### src/rtl/uart_pkg.sv
// Shared definitions for the UART transmit path: serialiser states and frame constants.
package uart_pkg;

    localparam int CLKS_PER_BIT_19200 = 2604;
    localparam int FRAME_BITS         = 10;

    typedef enum logic [1:0] {
        IDLE  = 2'd0,
        START = 2'd1,
        DATA  = 2'd2,
        STOP  = 2'd3
    } txState_e;

endpackage

### src/rtl/sync_fifo.sv
// Single-clock FIFO with registered occupancy count and full/empty flags derived from it.
module sync_fifo #(
    parameter int WIDTH = 8,
    parameter int DEPTH = 4
) (
    input  logic                   clk_50M,
    input  logic                   rst_n,
    input  logic                   i_push,
    input  logic                   i_pop,
    input  logic [WIDTH-1:0]       i_data,
    output logic [WIDTH-1:0]       o_data,
    output logic [$clog2(DEPTH):0] o_count,
    output logic                   o_full,
    output logic                   o_empty
);

    localparam int ADDR_W = $clog2(DEPTH);

    logic [WIDTH-1:0]  r_mem [DEPTH];
    logic [ADDR_W-1:0] r_wrPtr;
    logic [ADDR_W-1:0] r_rdPtr;
    logic [ADDR_W:0]   r_count;
    logic              w_doPush;
    logic              w_doPop;

    assign w_doPush = i_push && !o_full;
    assign w_doPop  = i_pop && !o_empty;
    assign o_full   = (r_count == (ADDR_W + 1)'(DEPTH));
    assign o_empty  = (r_count == '0);
    assign o_count  = r_count;
    assign o_data   = r_mem[r_rdPtr];

    always_ff @(posedge clk_50M) begin
        if (w_doPush) begin
            r_mem[r_wrPtr] <= i_data;
        end
    end

    // Pointers wrap naturally because DEPTH is a power of two.
    always_ff @(posedge clk_50M or negedge rst_n) begin
        if (!rst_n) begin
            r_wrPtr <= '0;
            r_rdPtr <= '0;
            r_count <= '0;
        end else begin
            if (w_doPush) begin
                r_wrPtr <= r_wrPtr + 1'b1;
            end
            if (w_doPop) begin
                r_rdPtr <= r_rdPtr + 1'b1;
            end
            case ({w_doPush, w_doPop})
                2'b10:   r_count <= r_count + 1'b1;
                2'b01:   r_count <= r_count - 1'b1;
                default: r_count <= r_count;
            endcase
        end
    end

endmodule

### src/rtl/uart_tx_fifo.sv
// 8N1 UART transmitter fed by a small byte FIFO; frames are sent back-to-back while data is queued.
module uart_tx_fifo
    import uart_pkg::*;
#(
    parameter int CLKS_PER_BIT = CLKS_PER_BIT_19200,
    parameter int FIFO_DEPTH   = 4
) (
    input  logic                        clk_50M,
    input  logic                        rst_n,
    input  logic [7:0]                  in_data,
    input  logic                        in_valid,
    output logic                        in_ready,
    output logic                        tx,
    output logic                        busy,
    output logic [$clog2(FIFO_DEPTH):0] fifo_count
);

    localparam int                BAUD_W    = (CLKS_PER_BIT > 1) ? $clog2(CLKS_PER_BIT) : 1;
    localparam logic [BAUD_W-1:0] BAUD_LAST = BAUD_W'(CLKS_PER_BIT - 1);
    localparam logic [2:0]        LAST_BIT  = 3'(FRAME_BITS - 3);

    txState_e                    r_state;
    txState_e                    w_nextState;
    logic [BAUD_W-1:0]           r_baud;
    logic [2:0]                  r_bitIdx;
    logic [7:0]                  r_shift;
    logic                        r_tx;
    logic                        w_push;
    logic                        w_pop;
    logic                        w_bitDone;
    logic                        w_full;
    logic                        w_empty;
    logic [7:0]                  w_head;
    logic [$clog2(FIFO_DEPTH):0] w_count;

    sync_fifo #(
        .WIDTH (8),
        .DEPTH (FIFO_DEPTH)
    ) u_fifo (
        .clk_50M (clk_50M),
        .rst_n   (rst_n),
        .i_push  (w_push),
        .i_pop   (w_pop),
        .i_data  (in_data),
        .o_data  (w_head),
        .o_count (w_count),
        .o_full  (w_full),
        .o_empty (w_empty)
    );

    assign w_push     = in_valid && in_ready;
    assign in_ready   = !w_full;
    assign fifo_count = w_count;
    assign tx         = r_tx;
    assign busy       = (r_state != IDLE);
    assign w_bitDone  = (r_baud == BAUD_LAST);

    // Popping happens on the same edge that enters START, so no idle gap separates queued frames.
    always_comb begin
        w_nextState = r_state;
        w_pop       = 1'b0;
        case (r_state)
            IDLE: begin
                if (!w_empty) begin
                    w_pop       = 1'b1;
                    w_nextState = START;
                end
            end
            START: begin
                if (w_bitDone) begin
                    w_nextState = DATA;
                end
            end
            DATA: begin
                if (w_bitDone && (r_bitIdx == LAST_BIT)) begin
                    w_nextState = STOP;
                end
            end
            STOP: begin
                if (w_bitDone) begin
                    if (!w_empty) begin
                        w_pop       = 1'b1;
                        w_nextState = START;
                    end else begin
                        w_nextState = IDLE;
                    end
                end
            end
            default: begin
                w_nextState = IDLE;
            end
        endcase
    end

    always_ff @(posedge clk_50M or negedge rst_n) begin
        if (!rst_n) begin
            r_state <= IDLE;
        end else begin
            r_state <= w_nextState;
        end
    end

    // Every state exit coincides with a bit boundary, so wrapping on bitDone also reloads on entry.
    always_ff @(posedge clk_50M or negedge rst_n) begin
        if (!rst_n) begin
            r_baud   <= '0;
            r_bitIdx <= '0;
            r_shift  <= '0;
            r_tx     <= 1'b1;
        end else begin
            if ((r_state == IDLE) || w_bitDone) begin
                r_baud <= '0;
            end else begin
                r_baud <= r_baud + 1'b1;
            end

            if ((r_state == DATA) && w_bitDone) begin
                r_bitIdx <= r_bitIdx + 1'b1;
            end

            if (w_pop) begin
                r_shift <= w_head;
            end else if ((r_state == DATA) && w_bitDone) begin
                r_shift <= {1'b0, r_shift[7:1]};
            end

            case (r_state)
                START:   r_tx <= 1'b0;
                DATA:    r_tx <= r_shift[0];
                default: r_tx <= 1'b1;
            endcase
        end
    end

endmodule
### config.mk
export PLATFORM = sky130hd
export DESIGN_NAME = uart_tx_fifo
export DESIGN_NICKNAME = d
export VERILOG_FILES = /design/src/rtl/uart_pkg.sv /design/src/rtl/sync_fifo.sv /design/src/rtl/uart_tx_fifo.sv
export SDC_FILE = /design/constraint.sdc
export NUM_CORES = 1
export LEC_CHECK = 0
export CORE_MARGIN = 5
export CORE_UTILIZATION = 53
export CTS_CLUSTER_DIAMETER = 200
export CTS_CLUSTER_SIZE = 14
export DETAILED_ROUTE_END_ITERATION = 8
export GPL_ROUTABILITY_DRIVEN = 0
export PLACE_DENSITY = 0.74
export SYNTH_ARGS = -nofsm -noshare
export SYNTH_HDL_FRONTEND = slang
export SYNTH_HIERARCHICAL = 1
export SYNTH_SLANG_ARGS = --single-unit
### constraint.sdc
create_clock -name clk_50M -period 2.6 [get_ports clk_50M]
set_input_delay 0.52 -clock clk_50M [delete_from_list [all_inputs] [get_ports clk_50M]]
set_output_delay 0.52 -clock clk_50M [all_outputs]
set_load 0.005 [all_outputs]
==> summary.txt <==
Worst setup path
  • Setup crit start: r_state[1]
  • Endpoint class of the critical path: register
  • Cell Chain, Critical Path: inv_1 -> ha_1 -> nor2_2 -> and2_1 -> a22o_4 -> o31a_2 -> ha_1 -> inv_1 -> fa_1 -> xor2_1 -> nor2_1 -> xor2_1
  • CP Launch Type: register
  • Crit-path slowest cell: dfrtp_1
  • CP Class: register to register
  • CP peak stage delay: 0.41 ns
  • Critical Path AT: 2.71 ns
  • R2r setup slk: 0.15 ns
  • Critical Path Sink: u_fifo/o_count[2]
  • Depth of the worst register-to-register path: 12
  • Critical Path Fanout Max: 5
  • FF-to-FF End: u_fifo/o_count[2]
  • Required time of the critical path: 2.86 ns
  • R2r startpoint: r_state[1]

Clock tree
  • Clock Root Buffer: clkbuf_8
  • Number of buffers created by CTS: 9
  • CTS Buffer Depth: 2
  • Clock latency on the worst-skew pair: 0.33 ns
  • CTS tree: yes
  • Clk pin slew, worst setup/hold paths: 0.07 ns
  • Clock sink count: 65
  • H-tree Lvls: 3

Synth
  • Cell variety after synth: 38
  • Syn avg cell area: 14.2 um^2
  • Ys async rst share: 50.8%
  • Ys flop type: edfxtp_1
  • Post-Synthesis Net Count: 230
  • Synth Warn #: 6
  • Post-Syn Area: 0.00292 mm^2
  • Post-synth EDFFs: 32
  • Register area share after synthesis: 61.3%
  • FF+latch count, synth: 65
  • Cells after synthesis: 205

Route
  • Initial DRC Count: 77
  • DRT Wirelength: 4.60 mm
  • Max Used Layer: met4
  • Routed Antenna Nets: 0
  • Wl on met1: 2.09 mm
  • Via density: 5.22
  • Met2 wire length: 2.26 mm
  • Residual DRC: 0
  • DR pass1 iterations: 4
  • Via count: 1,607
  • Routed WL per cell: 14.9 um
  • Routed wl met3: 201 um

STA
  • Final count of hold timing violations: 0
  • Fmax: 408 MHz
  • Final min period: 2.45 ns
  • Final setup viols: 0
  • Final Slew Violations: 0
  • Setup_tns: 0 ns
  • Min Hold Slack: 0.467 ns
  • Slew margin rel.: 60.9%
  • Clk_skew: 0.00767 ns
  • Worst Tran Pin Value: 0.586 ns
  • RSZ-0062 raised after global routing: false
  • Post-route clock period utilization: 94.3%

Floorplanning
  • Rows: 27
  • Die Wd: 84.2 um
  • Placeable Area: 0.00544 mm^2
  • IO Pins: 17
  • Die height: 84.2 um
  • Starting Density: 53.6%
  • Die area: 0.00709 mm^2

Global routing
  • Pin count of the biggest net entering global routing: 34
  • First-pass GRT wire length: 8.04 mm
  • Initial antenna violation count: 0
  • Vias in the first global route: 1,699
  • Grt total ovfl: 0
  • Gr usage total: 14.8%

Flow run
  • Max-Cap Viols: 0

Placement
  • Detail Placement HPWL: 3.07 mm
  • IO buf count: 16
  • Placed Instances: 291

Final layout
  • Share of layout cells above drive strength 1: 18.6%
  • Synth-to-Final Area Change: 15.7%
  • Antenna diodes: 0
  • Finished Core Util: 62.0%
  • Final net count: 256
  • Finished Layout Cells: 308
  • # fillers: 417

Pwr
  • Pwr dens: 782 mW/mm^2
  • Leakage Power: 1.43 nW
  • VDD IR-drop max: 634 uV
  • PnR Total Power: 2.64 mW

Hold path
  • Worst min path class: register to register

Status
  • Status: complete, no violations
[cell families (layout without fill, tap and decap cells)]
kind of cell / after synthesis / count (layout) / synth area share, %
buf+inv: 18 / 49 / 2.92
mux: 20 / 20 / 10.7
compound gates: 16 / 16 / 3.73
flops: 65 / 65 / 61.3
simple gates: 55 / 55 / 9.95
xor+xnor: 17 / 17 / 5.11
fa+ha+maj: 14 / 14 / 6.26
[cells in the mapped netlist (all sizes together) (3+ instances only)]
cell type | count | area share (%)
and3 | 7 | 1.7
buf | 5 | 1.2
dfrtp | 32 | 27
edfxtp | 32 | 33
ha | 13 | 5.6
inv | 13 | 1.7
mux2 | 4 | 1.8
mux2i | 8 | 2.7
mux4 | 8 | 6.2
nand2 | 16 | 2.1
nand3 | 3 | 0.51
nor2 | 17 | 2.2
o21ai | 9 | 1.5
xnor2 | 9 | 2.7
xor2 | 8 | 2.4
[state kept, by name (all words and copies together) (netlist names)]
signal / count
u_fifo/o_count: 3
u_fifo/r_mem: 32
r_bitIdx: 3
r_state: 2
r_shift: 8
u_fifo/r_wrPtr: 2
r_baud: 12
u_fifo/r_rdPtr: 2
tx: 1
[cell type report]
type | instances | area (um^2) | area share, %
inverter | 13 | 48.8 | 1.45
clock inverter | 6 | 82.6 | 2.45
sequential | 65 | 1790 | 53.0
multi-input combinational | 122 | 1050 | 31.0
clock buffer | 10 | 128 | 3.78
tap | 72 | 90.1 | 2.67
timing repair buffer | 20 | 190 | 5.64
[worst min path at each step]
stage / startpoint / endpoint / depth (start not counted)
2_1_floorplan: rst_n / r_baud[0] / 0
3_3_place_gp: r_baud[0] / r_baud[0] / 1
3_5_place_dp: r_baud[0] / r_baud[0] / 1
4_1_cts: r_baud[0] / r_baud[0] / 1
5_1_grt: r_baud[0] / r_baud[0] / 1
6_report: r_baud[0] / r_baud[0] / 1
[power breakdown]
group | switching [mW] | total [mW] | internal, mW
clock network | 0.377 | 0.912 | 0.535
logic | 0.199 | 0.414 | 0.216
registers | 0.0740 | 1.31 | 1.24
[worst max-delay path, delay by kind of cell (launching register included)]
| family | cells | cell delay [ns] |
|---|---|---|
| AO/OA/AOI/OAI | 2 | 0.28 |
| XOR/XNOR | 2 | 0.30 |
| adder cells (fa/ha/maj) | 3 | 0.85 |
| buffers and inverters | 2 | 0.16 |
| flip-flops | 1 | 0.41 |
| AND/OR/NAND/NOR | 3 | 0.38 |
[through the flow]
stage | cell area, um^2 | setup slack, ns
6_report | 3370 | 0.149
4_1_cts | 3360 | 0.0747
3_5_place_dp | 3150 | 0.0945
2_1_floorplan | 2920 | 0.0931
3_3_place_gp | 3150 | 0.186
5_1_grt | 3370 | 0.0101
[per-layer routing]
layer | global-route usage [%] | up-vias
met4 | 8.77 | 0
met3 | 3.53 | 4
met2 | 23.3 | 34
met1 | 18.6 | 793
met5 | 0 | -
li1 | - | 776
[layout by cell type, fill, tap and decap left out, drive strengths merged, types with 9 or more instances in the layout]
| cell type | instances |
|---|---|
| clkdlybuf4s50 | 16 |
| nor2 | 17 |
| nand2 | 16 |
| dfrtp | 32 |
| edfxtp | 32 |
| o21ai | 9 |
| inv | 13 |
| ha | 13 |
| xnor2 | 9 |
| clkbuf | 10 |
[what timing repair did]
| action | in CTS | in global routing |
|---|---|---|
| setup buffers | 0 | 1 |
| setup endpoints to repair | 0 | 1 |
| resized for setup | 0 | 2 |
| hold buffers | 0 | 0 |
(Power assumes the default switching activity.)
